### src/rtl/wb_port_arbiter.sv
// Round-robin arbiter for the shared register-file write port.
// Bounded bursts, valid/ready handshakes and a registered write strobe/mux select.
module wb_port_arbiter #(
    parameter int unsigned AW        = 3,
    parameter int unsigned DW        = 8,
    parameter int unsigned MAX_BURST = 4,
    parameter bit          DROP_ZERO = 1'b1
) (
    input  logic          i_clk,
    input  logic          i_rst,
    input  logic          i_req0_valid,
    input  logic [AW-1:0] i_req0_addr,
    input  logic [DW-1:0] i_req0_data,
    input  logic          i_req1_valid,
    input  logic [AW-1:0] i_req1_addr,
    input  logic [DW-1:0] i_req1_data,
    output logic          o_req0_ready,
    output logic          o_req1_ready,
    input  logic          i_wr_stall,
    output logic          o_wr_en,
    output logic [AW-1:0] o_wr_addr,
    output logic [DW-1:0] o_wr_data,
    output logic          o_sel
);

    typedef enum logic [1:0] {StIdle, StOwn0, StOwn1} state_e;

    localparam logic [3:0] MaxBurst = 4'(MAX_BURST);

    state_e        r_state;
    logic   [3:0]  r_cnt;
    logic          r_last;
    logic          r_wr_en;
    logic [AW-1:0] r_wr_addr;
    logic [DW-1:0] r_wr_data;
    logic          r_sel;

    state_e        w_state_nxt;
    logic   [3:0]  w_cnt_nxt;
    logic          w_last_nxt;
    logic          w_own_vld;
    logic          w_owner;
    logic          w_xfer;
    logic          w_same;
    logic [AW-1:0] w_addr;
    logic [DW-1:0] w_data;
    logic          w_wr_en_nxt;

    // Owner for this cycle; only a valid requester can ever be chosen.
    always_comb begin
        w_own_vld = 1'b0;
        w_owner   = 1'b0;
        case (r_state)
            StOwn0: begin
                if (i_req0_valid && (r_cnt < MaxBurst || !i_req1_valid)) begin
                    w_own_vld = 1'b1;
                    w_owner   = 1'b0;
                end else if (i_req1_valid) begin
                    w_own_vld = 1'b1;
                    w_owner   = 1'b1;
                end
            end
            StOwn1: begin
                if (i_req1_valid && (r_cnt < MaxBurst || !i_req0_valid)) begin
                    w_own_vld = 1'b1;
                    w_owner   = 1'b1;
                end else if (i_req0_valid) begin
                    w_own_vld = 1'b1;
                    w_owner   = 1'b0;
                end
            end
            default: begin
                if (i_req0_valid && i_req1_valid) begin
                    w_own_vld = 1'b1;
                    w_owner   = ~r_last;
                end else if (i_req0_valid) begin
                    w_own_vld = 1'b1;
                    w_owner   = 1'b0;
                end else if (i_req1_valid) begin
                    w_own_vld = 1'b1;
                    w_owner   = 1'b1;
                end
            end
        endcase
    end

    assign w_xfer       = w_own_vld & ~i_wr_stall & ~i_rst;
    assign o_req0_ready = w_xfer & ~w_owner;
    assign o_req1_ready = w_xfer & w_owner;

    assign w_same = ((r_state == StOwn0) && !w_owner) || ((r_state == StOwn1) && w_owner);
    assign w_addr = w_owner ? i_req1_addr : i_req0_addr;
    assign w_data = w_owner ? i_req1_data : i_req0_data;
    assign w_wr_en_nxt = w_xfer & ~(DROP_ZERO && (w_addr == '0));

    always_comb begin
        w_state_nxt = r_state;
        w_cnt_nxt   = r_cnt;
        w_last_nxt  = r_last;
        if (w_xfer) begin
            w_state_nxt = w_owner ? StOwn1 : StOwn0;
            w_last_nxt  = w_owner;
            if (w_same) begin
                w_cnt_nxt = (r_cnt == MaxBurst) ? r_cnt : r_cnt + 4'd1;
            end else begin
                w_cnt_nxt = 4'd1;
            end
        end else if (!i_wr_stall && !w_own_vld) begin
            w_state_nxt = StIdle;
            w_cnt_nxt   = 4'd0;
        end
    end

    always_ff @(posedge i_clk) begin
        if (i_rst) begin
            r_state   <= StIdle;
            r_cnt     <= 4'd0;
            r_last    <= 1'b1;
            r_wr_en   <= 1'b0;
            r_wr_addr <= '0;
            r_wr_data <= '0;
            r_sel     <= 1'b0;
        end else begin
            r_state <= w_state_nxt;
            r_cnt   <= w_cnt_nxt;
            r_last  <= w_last_nxt;
            r_wr_en <= w_wr_en_nxt;
            if (w_xfer) begin
                r_wr_addr <= w_addr;
                r_wr_data <= w_data;
                r_sel     <= w_owner;
            end
        end
    end

    assign o_wr_en   = r_wr_en;
    assign o_wr_addr = r_wr_addr;
    assign o_wr_data = r_wr_data;
    assign o_sel     = r_sel;

endmodule
### config.mk
export PLATFORM = sky130hd
export DESIGN_NAME = wb_port_arbiter
export DESIGN_NICKNAME = d
export VERILOG_FILES = /design/src/rtl/wb_port_arbiter.sv
export SDC_FILE = /design/constraint.sdc
export NUM_CORES = 1
export LEC_CHECK = 0
export CORE_UTILIZATION = 45
export DETAILED_ROUTE_END_ITERATION = 16
export PLACE_DENSITY = 0.81
export REMOVE_ABC_BUFFERS = 1
export SLEW_MARGIN = 15
export SYNTH_ARGS = -nofsm -noshare
export SYNTH_HDL_FRONTEND = slang
export SYNTH_SLANG_ARGS = --single-unit
### constraint.sdc
create_clock -name i_clk -period 5.55 [get_ports i_clk]
set_input_delay 1.11 -clock i_clk [delete_from_list [all_inputs] [get_ports i_clk]]
set_output_delay 1.11 -clock i_clk [all_outputs]
set_load 0.01 [all_outputs]
==> report_table.html, run 1 <==
<table>
<tr><th>Metric</th><th>Value</th></tr>
<tr><th colspan="2">CTS</th></tr>
<tr><td>Sinks on Clock Net</td><td>20</td></tr>
<tr><td>Clock insertion delay at the later pin of the skew report</td><td>0.30 ns</td></tr>
<tr><td>Hold-fix buffer count after cts</td><td>0</td></tr>
<tr><td>Clock tree from TritonCTS</td><td>yes</td></tr>
<tr><td>Number of buffers inserted during clock tree synthesis</td><td>3</td></tr>
<tr><td>Resized Gates After CTS</td><td>0</td></tr>
<tr><td>Number of buffers inserted by post-CTS setup repair</td><td>0</td></tr>
<tr><td>Clock root buffer master</td><td>sky130_fd_sc_hd__clkbuf_4</td></tr>
<tr><td>Htree depth</td><td>1</td></tr>
<tr><td>Maximum buffer depth of the clock tree</td><td>2</td></tr>
<tr><td>Clock Pin Slew Worst Setup and Hold Paths</td><td>0.12 ns</td></tr>
<tr><th colspan="2">Floorplan</th></tr>
<tr><td>Floorplan Core Area</td><td>2276 um2</td></tr>
<tr><td>Count of pins on the block boundary</td><td>42</td></tr>
<tr><td>Overall die height</td><td>52.00 um</td></tr>
<tr><td>Standard-cell rows</td><td>17</td></tr>
<tr><td>Starting Density</td><td>49.42%</td></tr>
<tr><td>Die span in x</td><td>52.00 um</td></tr>
<tr><td>Die footprint</td><td>2703 um2</td></tr>
<tr><th colspan="2">Hold path</th></tr>
<tr><td>Worst min-delay path startpoint</td><td>o_sel</td></tr>
<tr><td>Instance count along the most critical hold path</td><td>2</td></tr>
<tr><td>Worst Hold End</td><td>o_sel</td></tr>
<tr><td>Worst Hold Class</td><td>reg2reg</td></tr>
<tr><th colspan="2">Placed design</th></tr>
<tr><td>Cell total after placement</td><td>194</td></tr>
<tr><td>HPWL reported at the end of detailed placement</td><td>1949 um</td></tr>
<tr><td>Global placement routability congestion</td><td>0.7610</td></tr>
<tr><td>Worst slack after detailed placement</td><td>1.451 ns</td></tr>
<tr><td>Cell area reported after detailed placement</td><td>1511 um2</td></tr>
<tr><td>Count of input and output buffers</td><td>41</td></tr>
<tr><th colspan="2">Finish</th></tr>
<tr><td>Core Util, Final</td><td>68.72%</td></tr>
<tr><td>Final std cells w/o fill</td><td>198</td></tr>
<tr><td>Layout cell share with drive strength beyond 1</td><td>14.71%</td></tr>
<tr><td>Diode insertion count for antenna repair</td><td>0</td></tr>
<tr><td>Commonest non-fill, non-tap cells in the layout</td><td>sky130_fd_sc_hd__clkdlybuf4s50_1 (41), sky130_fd_sc_hd__nand2_1 (24), sky130_fd_sc_hd__dfxtp_1 (20), sky130_fd_sc_hd__nor2_1 (16), sky130_fd_sc_hd__a21oi_1 (11)</td></tr>
<tr><td>Most common cell after layout, fill and taps aside</td><td>sky130_fd_sc_hd__clkdlybuf4s50_1</td></tr>
<tr><td>Finished Cell Area</td><td>1564 um2</td></tr>
<tr><td># nets final</td><td>202</td></tr>
<tr><td>Layout overhead on the synthesized area</td><td>39.04%</td></tr>
<tr><th colspan="2">Routing</th></tr>
<tr><td>Avg WL per Cell</td><td>13.37 um</td></tr>
<tr><td>Post-detailed-routing wire length</td><td>2648 um</td></tr>
<tr><td>Number of detailed-route iterations in the first pass</td><td>4</td></tr>
<tr><td>Via count</td><td>1126</td></tr>
<tr><td>Final ANT Viol Nets</td><td>0</td></tr>
<tr><td>Count of unresolved DRC violations after routing</td><td>0</td></tr>
<tr><td>Post-DR vias/cell</td><td>5.687</td></tr>
<tr><td>First DRT Iteration DRCs</td><td>19</td></tr>
<tr><th colspan="2">Logic synthesis</th></tr>
<tr><td>Synthesized instance count</td><td>134</td></tr>
<tr><td>Flop and latch count out of synthesis</td><td>20</td></tr>
<tr><td>Post-synth design cell area</td><td>1125 um2</td></tr>
<tr><td>Cell types occupying the most area after synthesis</td><td>sky130_fd_sc_hd__dfxtp_1 (36%), sky130_fd_sc_hd__a211oi_2 (8.9%), sky130_fd_sc_hd__nand2_1 (8.0%)</td></tr>
<tr><td>Number of warnings printed during yosys synthesis</td><td>0</td></tr>
<tr><td>Post-synthesis sequential area ratio</td><td>35.60%</td></tr>
<tr><td>Mean instance size in the synthesized netlist</td><td>8.394 um2</td></tr>
<tr><td>Cell type with the highest aggregate area in the netlist</td><td>sky130_fd_sc_hd__dfxtp_1</td></tr>
<tr><td>Share of the synthesized area in the top cell type</td><td>35.60%</td></tr>
<tr><td>Distinct cell type count of the synthesized netlist</td><td>32</td></tr>
<tr><th colspan="2">Timing</th></tr>
<tr><td>Final total negative setup slack</td><td>0 ns</td></tr>
<tr><td>Highest Clock Rate</td><td>0.2424 GHz</td></tr>
<tr><td>Final period utilization</td><td>74.32%</td></tr>
<tr><td>Actual transition at the worst max-transition pin</td><td>0.9550 ns</td></tr>
<tr><td>Final hold viol count</td><td>0</td></tr>
<tr><td>RSZ-0062 raised after global routing</td><td>no</td></tr>
<tr><td>Max-Slew Margin vs Limit</td><td>36.13%</td></tr>
<tr><td>Fin worst setup slack</td><td>1.425 ns</td></tr>
<tr><td>Fin. max-slew vios</td><td>0</td></tr>
<tr><td>Min Clock Period, post-route</td><td>4.125 ns</td></tr>
<tr><td>Post-Route Hold Slack</td><td>0.4646 ns</td></tr>
<tr><td>Final clock skew</td><td>0.01123 ns</td></tr>
<tr><td>Setup-failing EPs final</td><td>0</td></tr>
<tr><th colspan="2">GRT</th></tr>
<tr><td>Global router's overall resource usage</td><td>20.99%</td></tr>
<tr><td>Overflow after GRT</td><td>0</td></tr>
<tr><td>Initial antenna violation count</td><td>0</td></tr>
<tr><td>Largest net degree at the start of global routing</td><td>24</td></tr>
<tr><td>Number of global-route vias before repair</td><td>1015</td></tr>
<tr><td>Wire length of the first global-routing pass</td><td>4181 um</td></tr>
<tr><th colspan="2">Critical path</th></tr>
<tr><td>Data required time of the worst path</td><td>4.44 ns</td></tr>
<tr><td>R2R Path Start</td><td>r_state[0]</td></tr>
<tr><td>Worst setup path class</td><td>in2out</td></tr>
<tr><td>FF-to-FF setup slack</td><td>3.45 ns</td></tr>
<tr><td>Terminus of the critical flop-to-flop path</td><td>o_wr_en</td></tr>
<tr><td>Largest fanout on the critical path</td><td>19</td></tr>
<tr><td>Worst endpoint data arrival time</td><td>3.01 ns</td></tr>
<tr><td>Kind of launch point of the worst setup path</td><td>primary input</td></tr>
<tr><td>Worst Setup End Kind</td><td>output pin</td></tr>
<tr><td>Worst Reg-to-Reg Cells</td><td>7</td></tr>
<tr><th colspan="2">Pwr</th></tr>
<tr><td>IR Drop Worst-Case VDD</td><td>174.0 uV</td></tr>
<tr><td>Total power density per cell area</td><td>243.3 nW/um2</td></tr>
<tr><td>Post-layout total power</td><td>380.5 uW</td></tr>
<tr><td>Standby leakage power</td><td>0.5614 nW</td></tr>
<tr><th colspan="2">Outcome</th></tr>
<tr><td>Status</td><td>complete, no violations</td></tr>
<tr><th colspan="2">Run</th></tr>
<tr><td>Max-Cap Viols</td><td>0</td></tr>
</table>
[per-layer routing]
| layer | GRT usage (%) | vias up | share of wire (%) | wire [um] |
|---|---|---|---|---|
| met5 | 0 | - | 0 | 0 |
| met4 | 9.009 | 0 | 0.91 | 24 |
| met3 | 3.509 | 4 | 7.4 | 197 |
| met2 | 35.68 | 52 | 48 | 1274 |
| met1 | 25.77 | 519 | 44 | 1152 |
| li1 | - | 551 | - | - |
[area by class of cell]
type | count | area, um2
fill | 170 | 711.9
multi-input combinational | 100 | 646.9
timing repair buffer | 41 | 410.4
sequential | 20 | 400.4
tap | 28 | 35.03
clock inverter | 1 | 30.03
clock buffer | 3 | 22.52
inverter | 5 | 18.77
[worst max-delay path: stages]
cell and delay, ns:
sky130_fd_sc_hd__clkdlybuf4s50_1 0.52, sky130_fd_sc_hd__o21bai_2 0.74, sky130_fd_sc_hd__nor3_1 0.12, sky130_fd_sc_hd__clkdlybuf4s50_1 0.52
[kinds of logic (layout without fill, tap and decap cells)]
logic type / Yosys count / after routing / share of synthesized area, %
flops: 20 / 20 / 35.59
simple gates: 51 / 51 / 19.69
fa+ha+maj: 4 / 4 / 4.450
buf+inv: 14 / 50 / 6.896
compound gates: 45 / 45 / 33.37
[where the power goes]
part	switching (mW)	internal, mW
clock network	0.0448	0.0730
logic	0.0516	0.0515
registers	0.00605	0.154
total	0.102	0.278
[synth_stat cells, drive strengths merged]
| master | number |
|---|---|
| a2111oi | 1 |
| nand3b | 1 |
| nor2 | 16 |
| a21bo | 1 |
| o31a | 1 |
| nand2 | 24 |
| buf | 5 |
| or3 | 1 |
| nor3 | 4 |
| o41ai | 1 |
| a32oi | 2 |
| o31ai | 1 |
| nor4 | 3 |
| clkbuf | 4 |
| a211oi | 12 |
| o21a | 3 |
| a21oi | 18 |
| nand3 | 1 |
| nor3b | 1 |
| a31oi | 1 |
| dfxtp | 20 |
| ha | 4 |
| inv | 5 |
| o21bai | 1 |
| o21ai | 2 |
| o22ai | 1 |
[registers in the layout, indices dropped and copies added (netlist names)]
signal,cells
o_wr_addr,3
r_cnt,4
r_state,2
r_last,1
o_wr_data,8
o_sel,1
o_wr_en,1
[how the worst max path moves through the flow]
stage                       from            to  slack (ns)
global placement    i_req1_valid  o_req0_ready        1.46
detailed placement  i_req1_valid  o_req1_ready        1.45
CTS                 i_req1_valid  o_req0_ready        1.44
global route        i_req1_valid  o_req1_ready        1.32
floorplan           i_req0_valid  o_req0_ready        2.61
finish              i_req1_valid  o_req0_ready        1.43
Note: power is estimated with default switching activity, not from simulation.
==> run 2, diff against run 1 <==
CORE_UTILIZATION = 43   (was 45)
PLACE_DENSITY = 0.78   (was 0.81)
clock period = 4 ns   (was 5.55 ns; I/O delays follow)
==> run 2 against run 1 <==
Effect of this change:
- power rose by 42%
- utilization is 4.3 points lower
- first-iteration DRC count down 21%
- sequential cell count stayed put
- cell count up 3.0%
- sequential power up 38%
- design area rose by 2.1%
- sequential share of layout area decreased by 0.52 points
- setup slack lost 0.83 ns
- critical path depth grew 1
- routed wire length grew 8.0%
- die area grew 4.5%
==> report_table.html, run 2 (same netlist as run 1, synthesis figures left out) <==
<table>
<tr><th>Metric</th><th>Value</th></tr>
<tr><th colspan="2">Floorplan</th></tr>
<tr><td>Overall die height</td><td>53.15 um</td></tr>
<tr><td>Starting Density</td><td>45.40%</td></tr>
<tr><td>Die span in x</td><td>53.15 um</td></tr>
<tr><td>Count of pins on the block boundary</td><td>42</td></tr>
<tr><td>Die footprint</td><td>2824 um2</td></tr>
<tr><td>Floorplan Core Area</td><td>2477 um2</td></tr>
<tr><td>Standard-cell rows</td><td>18</td></tr>
<tr><th colspan="2">Critical path</th></tr>
<tr><td>Chain of cells forming the critical path</td><td>clkdlybuf4s50_1 -&gt; nor2_1 -&gt; o21a_2 -&gt; nor3_1 -&gt; clkdlybuf4s50_1</td></tr>
<tr><td>Slowest cell on the critical path</td><td>sky130_fd_sc_hd__clkdlybuf4s50_1</td></tr>
<tr><td>Worst Setup End Kind</td><td>output pin</td></tr>
<tr><td>Cell seen most often among critical-path stages</td><td>sky130_fd_sc_hd__clkdlybuf4s50_1</td></tr>
<tr><td>Largest stage delay, worst path</td><td>0.59 ns</td></tr>
<tr><td>Worst setup path class</td><td>in2out</td></tr>
<tr><td>CP Launch Point</td><td>i_req0_valid</td></tr>
<tr><td>R2R Path Start</td><td>r_state[0]</td></tr>
<tr><td>Worst endpoint data arrival time</td><td>2.60 ns</td></tr>
<tr><td>Kind of launch point of the worst setup path</td><td>primary input</td></tr>
<tr><td>Data required time of the worst path</td><td>3.20 ns</td></tr>
<tr><td>Worst Reg-to-Reg Cells</td><td>7</td></tr>
<tr><td>Terminus of the critical flop-to-flop path</td><td>o_wr_addr[0]</td></tr>
<tr><td>Critical path endpoint</td><td>o_req0_ready</td></tr>
<tr><td>FF-to-FF setup slack</td><td>2.03 ns</td></tr>
<tr><td>Largest fanout on the critical path</td><td>14</td></tr>
<tr><th colspan="2">Timing</th></tr>
<tr><td>Highest Clock Rate</td><td>0.2940 GHz</td></tr>
<tr><td>Final clock skew</td><td>0.01036 ns</td></tr>
<tr><td>Max-Slew Margin vs Limit</td><td>67.02%</td></tr>
<tr><td>Final period utilization</td><td>85.02%</td></tr>
<tr><td>Final hold viol count</td><td>0</td></tr>
<tr><td>Min Clock Period, post-route</td><td>3.401 ns</td></tr>
<tr><td>Fin worst setup slack</td><td>0.5992 ns</td></tr>
<tr><td>Final total negative setup slack</td><td>0 ns</td></tr>
<tr><td>Actual transition at the worst max-transition pin</td><td>0.4931 ns</td></tr>
<tr><td>Fin. max-slew vios</td><td>0</td></tr>
<tr><td>Setup-failing EPs final</td><td>0</td></tr>
<tr><td>Post-Route Hold Slack</td><td>0.4730 ns</td></tr>
<tr><td>RSZ-0062 raised after global routing</td><td>no</td></tr>
<tr><th colspan="2">GRT</th></tr>
<tr><td>Largest net degree at the start of global routing</td><td>18</td></tr>
<tr><td>Global router's overall resource usage</td><td>22.25%</td></tr>
<tr><td>Number of global-route vias before repair</td><td>1098</td></tr>
<tr><td>Wire length of the first global-routing pass</td><td>4588 um</td></tr>
<tr><td>Overflow after GRT</td><td>0</td></tr>
<tr><td>Initial antenna violation count</td><td>0</td></tr>
<tr><th colspan="2">Placed design</th></tr>
<tr><td>Count of input and output buffers</td><td>41</td></tr>
<tr><td>Worst slack after detailed placement</td><td>0.5968 ns</td></tr>
<tr><td>HPWL reported at the end of detailed placement</td><td>2118 um</td></tr>
<tr><td>Global placement routability congestion</td><td>0.8188</td></tr>
<tr><th colspan="2">Routing</th></tr>
<tr><td>Count of unresolved DRC violations after routing</td><td>0</td></tr>
<tr><td>Final ANT Viol Nets</td><td>0</td></tr>
<tr><td>Number of detailed-route iterations in the first pass</td><td>4</td></tr>
<tr><td>Avg WL per Cell</td><td>14.02 um</td></tr>
<tr><td>First DRT Iteration DRCs</td><td>15</td></tr>
<tr><td>Post-DR vias/cell</td><td>5.373</td></tr>
<tr><td>Post-detailed-routing wire length</td><td>2860 um</td></tr>
<tr><td>Via count</td><td>1096</td></tr>
<tr><th colspan="2">CTS</th></tr>
<tr><td>Number of buffers inserted during clock tree synthesis</td><td>3</td></tr>
<tr><td>Htree depth</td><td>1</td></tr>
<tr><td>Resized Gates After CTS</td><td>0</td></tr>
<tr><td>Sinks on Clock Net</td><td>20</td></tr>
<tr><td>Clock tree from TritonCTS</td><td>yes</td></tr>
<tr><td>Number of buffers inserted by post-CTS setup repair</td><td>0</td></tr>
<tr><td>Maximum buffer depth of the clock tree</td><td>2</td></tr>
<tr><td>Hold-fix buffer count after cts</td><td>0</td></tr>
<tr><td>Clock insertion delay at the later pin of the skew report</td><td>0.31 ns</td></tr>
<tr><td>Clock Pin Slew Worst Setup and Hold Paths</td><td>0.13 ns</td></tr>
<tr><td>Clock root buffer master</td><td>sky130_fd_sc_hd__clkbuf_4</td></tr>
<tr><th colspan="2">Finish</th></tr>
<tr><td>Number of flip-flops under the largest register name</td><td>8</td></tr>
<tr><td>Core Util, Final</td><td>64.44%</td></tr>
<tr><td>Most common cell after layout, fill and taps aside</td><td>sky130_fd_sc_hd__clkdlybuf4s50_1</td></tr>
<tr><td>Commonest non-fill, non-tap cells in the layout</td><td>sky130_fd_sc_hd__clkdlybuf4s50_1 (41), sky130_fd_sc_hd__nand2_1 (24), sky130_fd_sc_hd__dfxtp_1 (20), sky130_fd_sc_hd__nor2_1 (16), sky130_fd_sc_hd__a21oi_1 (11)</td></tr>
<tr><td>Diode insertion count for antenna repair</td><td>0</td></tr>
<tr><td>Layout overhead on the synthesized area</td><td>41.94%</td></tr>
<tr><td># nets final</td><td>206</td></tr>
<tr><td>Layout cell share with drive strength beyond 1</td><td>16.67%</td></tr>
<tr><th colspan="2">Pwr</th></tr>
<tr><td>Post-layout total power</td><td>539.7 uW</td></tr>
<tr><td>Standby leakage power</td><td>0.5803 nW</td></tr>
<tr><td>Total power density per cell area</td><td>338.1 nW/um2</td></tr>
<tr><td>IR Drop Worst-Case VDD</td><td>237.0 uV</td></tr>
<tr><th colspan="2">Run</th></tr>
<tr><td>Max-Cap Viols</td><td>0</td></tr>
<tr><th colspan="2">Hold path</th></tr>
<tr><td>Worst Hold Class</td><td>reg2reg</td></tr>
<tr><th colspan="2">Outcome</th></tr>
<tr><td>Status</td><td>complete, no violations</td></tr>
</table>
## run 2: cell types whose count changed in the layout (fill, tap and decap cells not counted), sizes merged
cell	previous run	this run
buf	0	4
## run 2: through the flow
step,std cells,instance area [um2]
finish,204,1597
global route,204,1597
CTS,204,1597
detailed placement,200,1544
global placement,200,1544
floorplan,125,1066
## run 2: area by class of cell
class                   count  area [um2]
clock buffers               3       22.52
clock inverters             1       30.03
fillers                   217       880.8
inverters                   5       18.77
multi-input cells         100       646.9
flip-flops and latches     20       400.4
well taps                  30       37.54
repair buffers             45       440.4
## run 2: routing by layer
layer	share of wire, %	global-route usage (%)	wire length [um]	vias to the layer above
li1	-	-	-	555
met1	47	27.59	1337	500
met2	47	37.55	1343	37
met3	5.0	3.736	142	4
met4	1.3	9.211	36	0
met5	0	0	0	-
## run 2: critical path: cells and delay by family
kind                   cells  cell delay [ns]
and+or+nand+nor            2             0.30
buffers and inverters      2             1.16
AOI/OAI and AO/OA          1             0.34
## run 2: worst min path at each step
stage,cells after the start,from,to,slack [ns]
finish,2,o_sel,o_sel,0.47
global route,2,o_sel,o_sel,0.51
CTS,2,o_sel,o_sel,0.48
detailed placement,2,o_sel,o_sel,0.46
global placement,2,o_sel,o_sel,0.45
floorplan,2,r_last,r_last,0.43
## run 2: power breakdown
group	switching, mW	internal, mW
logic	0.0740	0.0748
clock network	0.0685	0.101
registers	0.00803	0.213
